**src/rtl/sram_master.sv**
```systemverilog
// sram_master: request/response initiator for a single-port SRAM macro.
// After reset it zero-fills the array (when p_init=1). It then maps a valid/ready
// request stream onto the macro's active-low strobes. Read data returns in order
// through a 2-entry fall-through FIFO.
// Ports:
//   CLK, RSTN                          clock, synchronous active-low reset
//   req_valid/req_ready/req_we/
//   req_addr/req_wdata                 request stream (write or read)
//   rsp_valid/rsp_ready/rsp_rdata      read response stream, in request order
//   init_done                          high once the fill has finished
//   sram_cen/sram_wen/sram_a/sram_d    macro control/address/data pins
//   sram_q                             macro read data (one cycle after access)
module sram_master #(
    parameter int unsigned p_addr_bit = 5,
    parameter int unsigned p_data_bit = 32,
    parameter bit          p_init     = 1'b1
) (
    input  logic                  CLK,
    input  logic                  RSTN,
    input  logic                  req_valid,
    output logic                  req_ready,
    input  logic                  req_we,
    input  logic [p_addr_bit-1:0] req_addr,
    input  logic [p_data_bit-1:0] req_wdata,
    output logic                  rsp_valid,
    input  logic                  rsp_ready,
    output logic [p_data_bit-1:0] rsp_rdata,
    output logic                  init_done,
    output logic                  sram_cen,
    output logic                  sram_wen,
    output logic [p_addr_bit-1:0] sram_a,
    output logic [p_data_bit-1:0] sram_d,
    input  logic [p_data_bit-1:0] sram_q
);

    localparam logic [p_addr_bit-1:0] last_addr = '1;

    typedef enum logic {
        INIT = 1'b0,
        RUN  = 1'b1
    } state_t;

    localparam state_t reset_state = p_init ? INIT : RUN;

    state_t                  state;
    state_t                  state_next;
    logic [p_addr_bit-1:0]   init_cnt;
    logic                    rd_inflight;
    logic [p_data_bit-1:0]   fifo_mem [2];
    logic                    wr_ptr;
    logic                    rd_ptr;
    logic [1:0]              fifo_count;
    logic [1:0]              credit_used;
    logic                    issue;
    logic                    push;
    logic                    pop;

    assign rsp_valid   = (fifo_count != 2'd0);
    assign rsp_rdata   = fifo_mem[rd_ptr];
    assign pop         = rsp_valid & rsp_ready;
    assign push        = rd_inflight;
    // Buffered responses plus the read whose data lands next edge.
    assign credit_used = fifo_count + {1'b0, rd_inflight};
    assign issue       = req_valid & req_ready;
    // Held low while reset is asserted so the reset value is seen even when p_init=0.
    assign init_done   = RSTN && (state == RUN);

    // State register
    always_ff @(posedge CLK) begin
        if (!RSTN) begin
            state <= reset_state;
        end else begin
            state <= state_next;
        end
    end

    // Next-state logic: the fill ends after the write to the last address
    always_comb begin
        state_next = state;
        if (state == INIT && init_cnt == last_addr) begin
            state_next = RUN;
        end
    end

    // Output logic: fill writes in INIT, request-driven pins in RUN
    always_comb begin
        req_ready = 1'b0;
        sram_cen  = 1'b1;
        sram_wen  = 1'b1;
        sram_a    = '0;
        sram_d    = '0;
        // The macro is kept idle while reset is asserted.
        if (RSTN) begin
            if (state == INIT) begin
                sram_cen = 1'b0;
                sram_wen = 1'b0;
                sram_a   = init_cnt;
            end else begin
                // A same-cycle pop frees a slot for a new request.
                req_ready = (credit_used < 2'd2) || pop;
                if (req_valid && req_ready) begin
                    sram_cen = 1'b0;
                    sram_wen = ~req_we;
                    sram_a   = req_addr;
                    sram_d   = req_wdata;
                end
            end
        end
    end

    // Fill counter, read tracking and response FIFO
    always_ff @(posedge CLK) begin
        if (!RSTN) begin
            init_cnt    <= '0;
            rd_inflight <= 1'b0;
            wr_ptr      <= 1'b0;
            rd_ptr      <= 1'b0;
            fifo_count  <= 2'd0;
            fifo_mem[0] <= '0;
            fifo_mem[1] <= '0;
        end else begin
            if (state == INIT) begin
                init_cnt <= p_addr_bit'(init_cnt + 1'b1);
            end
            rd_inflight <= issue & ~req_we;
            if (push) begin
                fifo_mem[wr_ptr] <= sram_q;
                wr_ptr           <= ~wr_ptr;
            end
            if (pop) begin
                rd_ptr <= ~rd_ptr;
            end
            case ({push, pop})
                2'b10:   fifo_count <= 2'(fifo_count + 2'd1);
                2'b01:   fifo_count <= 2'(fifo_count - 2'd1);
                default: fifo_count <= fifo_count;
            endcase
        end
    end

    // The credit rule must keep a push from landing in a full FIFO.
    a_no_overflow: assert property (@(posedge CLK) disable iff (!RSTN)
        !(push && fifo_count == 2'd2 && !pop));

endmodule

```
**config.mk**
```make
export PLATFORM = sky130hd
export DESIGN_NAME = sram_master
export DESIGN_NICKNAME = d
export VERILOG_FILES = /design/src/rtl/sram_master.sv
export SDC_FILE = /design/constraint.sdc
export NUM_CORES = 1
export LEC_CHECK = 0
export CORE_UTILIZATION = 45
export DETAILED_ROUTE_END_ITERATION = 8
export PLACE_DENSITY = 0.82
export SETUP_SLACK_MARGIN = 0.2
export SLEW_MARGIN = 10
export SYNTH_ARGS = -nofsm -noshare
export SYNTH_HDL_FRONTEND = slang
export SYNTH_SLANG_ARGS = --single-unit
```
**constraint.sdc**
```tcl
create_clock -name CLK -period 7.4 [get_ports CLK]
set_clock_uncertainty 0.1 [all_clocks]
set_input_delay 1.48 -clock CLK [delete_from_list [all_inputs] [get_ports CLK]]
set_output_delay 1.48 -clock CLK [all_outputs]
set_load 0.01 [all_outputs]
```
# --- Yosys cells after proc, flatten, opt, wreduce, memory -nomap -nowiden ---
# Memories as Yosys holds them, arrays and structs flattened. A register that Yosys moved wholly into a read port is not among the register bits.
# Cells that the tools add are included.
op_classes:
  addsub: 4
  bitwise_logic: 7
  n_mux: 24
  reduce_logical: 7
  eq_ne: 3
  n_lt_le_gt_ge: 1
ops:
  columns: ["op", "count"]
  rows:
  - ["two-way mux 32 bit", 4]
  - ["OR reduction 32 bit", 1]
  - ["two-way mux 1 bit", 16]
  - ["two-way mux 5 bit", 3]
  - ["adder 5 x 1 -> 5 bit (second input constant)", 1]
  - ["== test 5 bit (second input constant)", 1]
  - ["inverter 1 bit", 4]
  - ["one-hot mux 2 bit (2 select lines)", 1]
  - ["nonzero test 2 bit", 2]
  - ["AND 1 bit", 3]
  - ["logical AND 1 bit", 3]
  - ["adder 2 x 1 -> 2 bit", 1]
  - ["adder 2 x 1 -> 2 bit (second input constant)", 1]
  - ["== test 2 x 1 -> 1 bit (second input constant)", 1]
  - ["== test 2 bit (second input constant)", 1]
  - ["less-than comparator 2 bit (second input constant)", 1]
  - ["subtractor 2 x 1 -> 2 bit (second input constant)", 1]
  - ["logical OR 1 bit", 1]
totals:
  n_memories: 1
  wordCells: 53
  out_inout_bits: 74
  mem_bits_rw: 64
  in_bits: 74
  register_bits: 11
memory_table:
  columns: ["memory", "words", "word_bits", "read_ports", "rd_ports_with_merged_regs", "write_ports", "line", "rtl"]
  rows:
  - ["fifo_mem", 2, 32, 1, 1, 2, "49", "logic [p_data_bit-1:0] fifo_mem [2];"]

# --- Depth between registers and ports, before layout ---
logic_depth:
  word_depth: 7
  depth_mapped: 5

# --- Worst setup path after synthesis ---
# Ideal clock, no wire load.
synth_path:
  path_type: "in2out"
  start: "input rsp_ready"
  end: "output sram_d[10]"
  path_slack_ns: 3.346
  path_buffers: 1
  arrival_time_ns: 2.474
  t_required_ns: 5.820
  path_stages: 4
  path_cell_list: "and4bb_4 > a2111oi_4 > clkbuf_2 > and2_1"
synth_via:
  elab_chain_cells: 6
synth_rtl:
  columns: ["item", "line", "rtl"]
  rows:
  - ["from (decl)", "26", "input logic rsp_ready,"]
  - ["AND 1 bit", "60", "assign pop = rsp_valid & rsp_ready;"]
  - ["logical OR 1 bit", "100", "req_ready = (credit_used < 2'd2) || pop;"]
  - ["logical AND 1 bit", "101", "if (req_valid && req_ready) begin"]
  - ["two-way mux 32 bit", "101", null]
  - ["two-way mux 32 bit", "94", "if (state == INIT) begin"]
  - ["two-way mux 32 bit", "93", "if (RSTN) begin"]
  - ["to (decl)", "32", "output logic [p_data_bit-1:0] sram_d,"]
# Every way passes these cells.

# --- Worst setup path in the final report ---
layout_path:
  start: "input RSTN"
  end: "output sram_d[23]"
layout_via:
  elab_chain_cells: 1
layout_rtl:
  columns: ["item", "line", "rtl"]
  rows:
  - ["from (decl)", "19", "input logic RSTN,"]
  - ["two-way mux 32 bit", "93", null]
# Every way passes these cells.

==> summary.txt <==
Detailed routing
  • Final WL: 8174 µm
  • Post-route DRC: 0
  • DR vias/cell: 4.940
  • Initial DRC count: 88
  • Initial DRT Pass Iterations: 4
  • Post-DRT Antenna Nets: 0
  • Vias: 2648
  • Wirelength per Cell: 15.25 µm

Run
  • Number of max-cap violations: 0

Synthesis
  • Number of synthesized flops with an enable pin: 64
  • Yosys top cell area share: 52.57%
  • Share of flip-flops with an asynchronous set or reset: 0%
  • Count leader, synth: and2_1
  • Most area-hungry cell type in the Yosys netlist: edfxtp_1
  • Post-synthesis register bit count: 76
  • Cells after Synth: 286
  • Synth warn: 0
  • Post-synth top flop: edfxtp_1
  • Mapped Area: 3656 µm²
  • Distinct cells, synth: 32
  • Sequential share of the synthesized area: 59.14%
  • Top cells by count, synth: and2_1, edfxtp_1, mux2_2
  • Mean Syn Cell Area: 12.78 µm²
  • Ranking of synthesized cells by area: edfxtp_1, and2_1, mux2_2, dfxtp_1, xnor2_1
  • Mapped Nets: 363

Timing
  • Worst rel slew slack: 26.54%
  • Final setup viols: 0
  • Worst-Margin Slew: 1.101 ns
  • Min Hold Slack: 0.4525 ns
  • Period utilization: 75.01%
  • RSZ-0062 raised after global routing: false
  • F_max: 180.2 MHz
  • Final hold vios: 0
  • Fin crit period: 5.551 ns
  • Slew Limit Fails: 0
  • Setup_tns: 0 ns

Finish
  • Antenna diode count: 0
  • Layout cells sized above 1: 12.90%
  • Nets: 507
  • Area growth from synthesis to layout: 48.12%
  • Post-layout util: 69.36%
  • Fin cells: 536

Clock tree
  • Clock slew at reported path FFs: 0.07 ns
  • H-tree levels: 3
  • Clk_lat worst skew: 0.33 ns
  • Gates resized, CTS repair: 0
  • Longest Clk Path Bufs: 2
  • Root Driver: clkbuf_8
  • Post-CTS Setup Bufs: 0
  • Post-CTS Hold Buffers: 0
  • CTS tree: built
  • Sink Count: 76
  • TritonCTS buffer count: 9

Die
  • Die X-Extent: 92.14 µm
  • Core Area: 7807 µm²
  • Die H: 92.14 µm
  • Site Rows: 32
  • Die ar.: 8489 µm²
  • Starting density of the core: 46.83%
  • Boundary Pins: 148

Worst setup path
  • Crit Path Category: in -> out
  • Critical path arrival: 3.97 ns
  • Worst setup SP type: primary input
  • Worst Path Max Fanout: 24
  • CP required: 5.82 ns
  • Worst setup EP type: output port

Place
  • Port Buffer Count: 147
  • Dpl cells: 520
  • DP HPWL: 5641 µm
  • Placer Congestion: 0.7973

Pwr
  • P_leak: 0.001984 µW
  • PwrDens: 160.5 nW/µm²
  • VDD IR max: 0.07901 mV

GRT
  • Number of global-route vias before repair: 2664
  • Remaining global-route overflow: 0
  • Global-route usage over all layers: 19.88%
  • Initial antenna violation count: 0
  • Largest net degree at the start of global routing: 34
  • First-pass GRT wire length: 12870 µm

Hold path
  • Hold Path Class: reg -> reg

Outcome
  • Run status: finished clean
## layer usage
metal	global-route usage, %	vias to the layer above	part of all wire, %
li1	-	1278	-
met1	23.39	1259	40
met2	35.82	103	53
met3	4.561	8	6.2
met4	6.120	0	1.1
met5	0	-	0
## stage by stage
step           area [µm²]  worst slack (ns)  power [µW]
3_3_place_gp         5215             1.764       573.5
4_1_cts              5404             1.654       874.0
5_1_grt              5415             1.643       895.2
3_5_place_dp         5215             1.660       575.6
2_1_floorplan        3656             3.346       513.5
6_report             5415             1.849       869.1
## worst max-delay path, stage by stage
cell             delay (ns)
clkdlybuf4s50_1        0.46
buf_4                  0.24
nand2_1                0.16
a2111oi_4              0.72
buf_6                  0.23
and2_1                 0.14
clkdlybuf4s50_1        0.54
## path summary, 6_finish.rpt
kind / start / end / slack [ns] / cells past startpoint
worst max-delay path: RSTN / sram_d[23] / 1.85 / 7
worst min register to register: fifo_count[1]$_SDFFE_PN0P_ / fifo_count[1]$_SDFFE_PN0P_ / 0.45 / 2
worst max register to register: wr_ptr$_SDFFE_PN0P_ / fifo_mem[1][5]$_SDFFCE_PN0P_ / 4.76 / 2
worst min-delay path: fifo_count[1]$_SDFFE_PN0P_ / fifo_count[1]$_SDFFE_PN0P_ / 0.45 / 2
## power breakdown
part	total (µW)	internal [µW]	switching, µW	leakage [µW]
sequential	483	478	4.81	0.000731
clock	304	154	149	0.0000955
combinational	82.6	54.8	27.8	0.00116
total	869	687	182	0.00198
## state kept, by name, indices dropped and copies added, names as in the netlist, named ones only
| register | cells |
|---|---|
| fifo_count | 2 |
| fifo_mem | 64 |
| init_cnt | 5 |
| push | 1 |
| rd_ptr | 1 |
| state | 1 |
| wr_ptr | 1 |
## cell usage in the layout, fill, tap and decap left out, types with 3 or more instances in the layout
cell,n
nor2b_1,7
clkdlybuf4s50_1,147
edfxtp_1,64
dfxtp_1,12
nand2_1,3
and2_1,101
nand3b_1,5
ha_1,3
mux2_2,32
clkbuf_8,9
xnor2_1,6
inv_1,3
nand3_1,5
o21ai_0,6
## cell type report
class	count	area (µm²)
clock buffers	9	123.9
clock inverters	6	65.06
repair buffers	150	1498
flip-flops and latches	76	2162
well taps	102	127.6
inverters	3	11.26
fillers	578	2392
multi-input cells	190	1428
## cell families (layout without fill, tap and decap cells)
group / count (synthesis) / in the layout / share of synthesized area (%)
buffers and inverters: 20 / 168 / 2.258
muxes: 34 / 34 / 10.40
and+or+nand+nor: 131 / 131 / 22.42
adders and majority gates: 3 / 3 / 1.027
DFF: 76 / 76 / 59.14
AOI/OAI and AO/OA: 15 / 15 / 3.080
xor gates and xnor gates: 7 / 7 / 1.677
No activity file was read; power rests on OpenSTA's default activity.
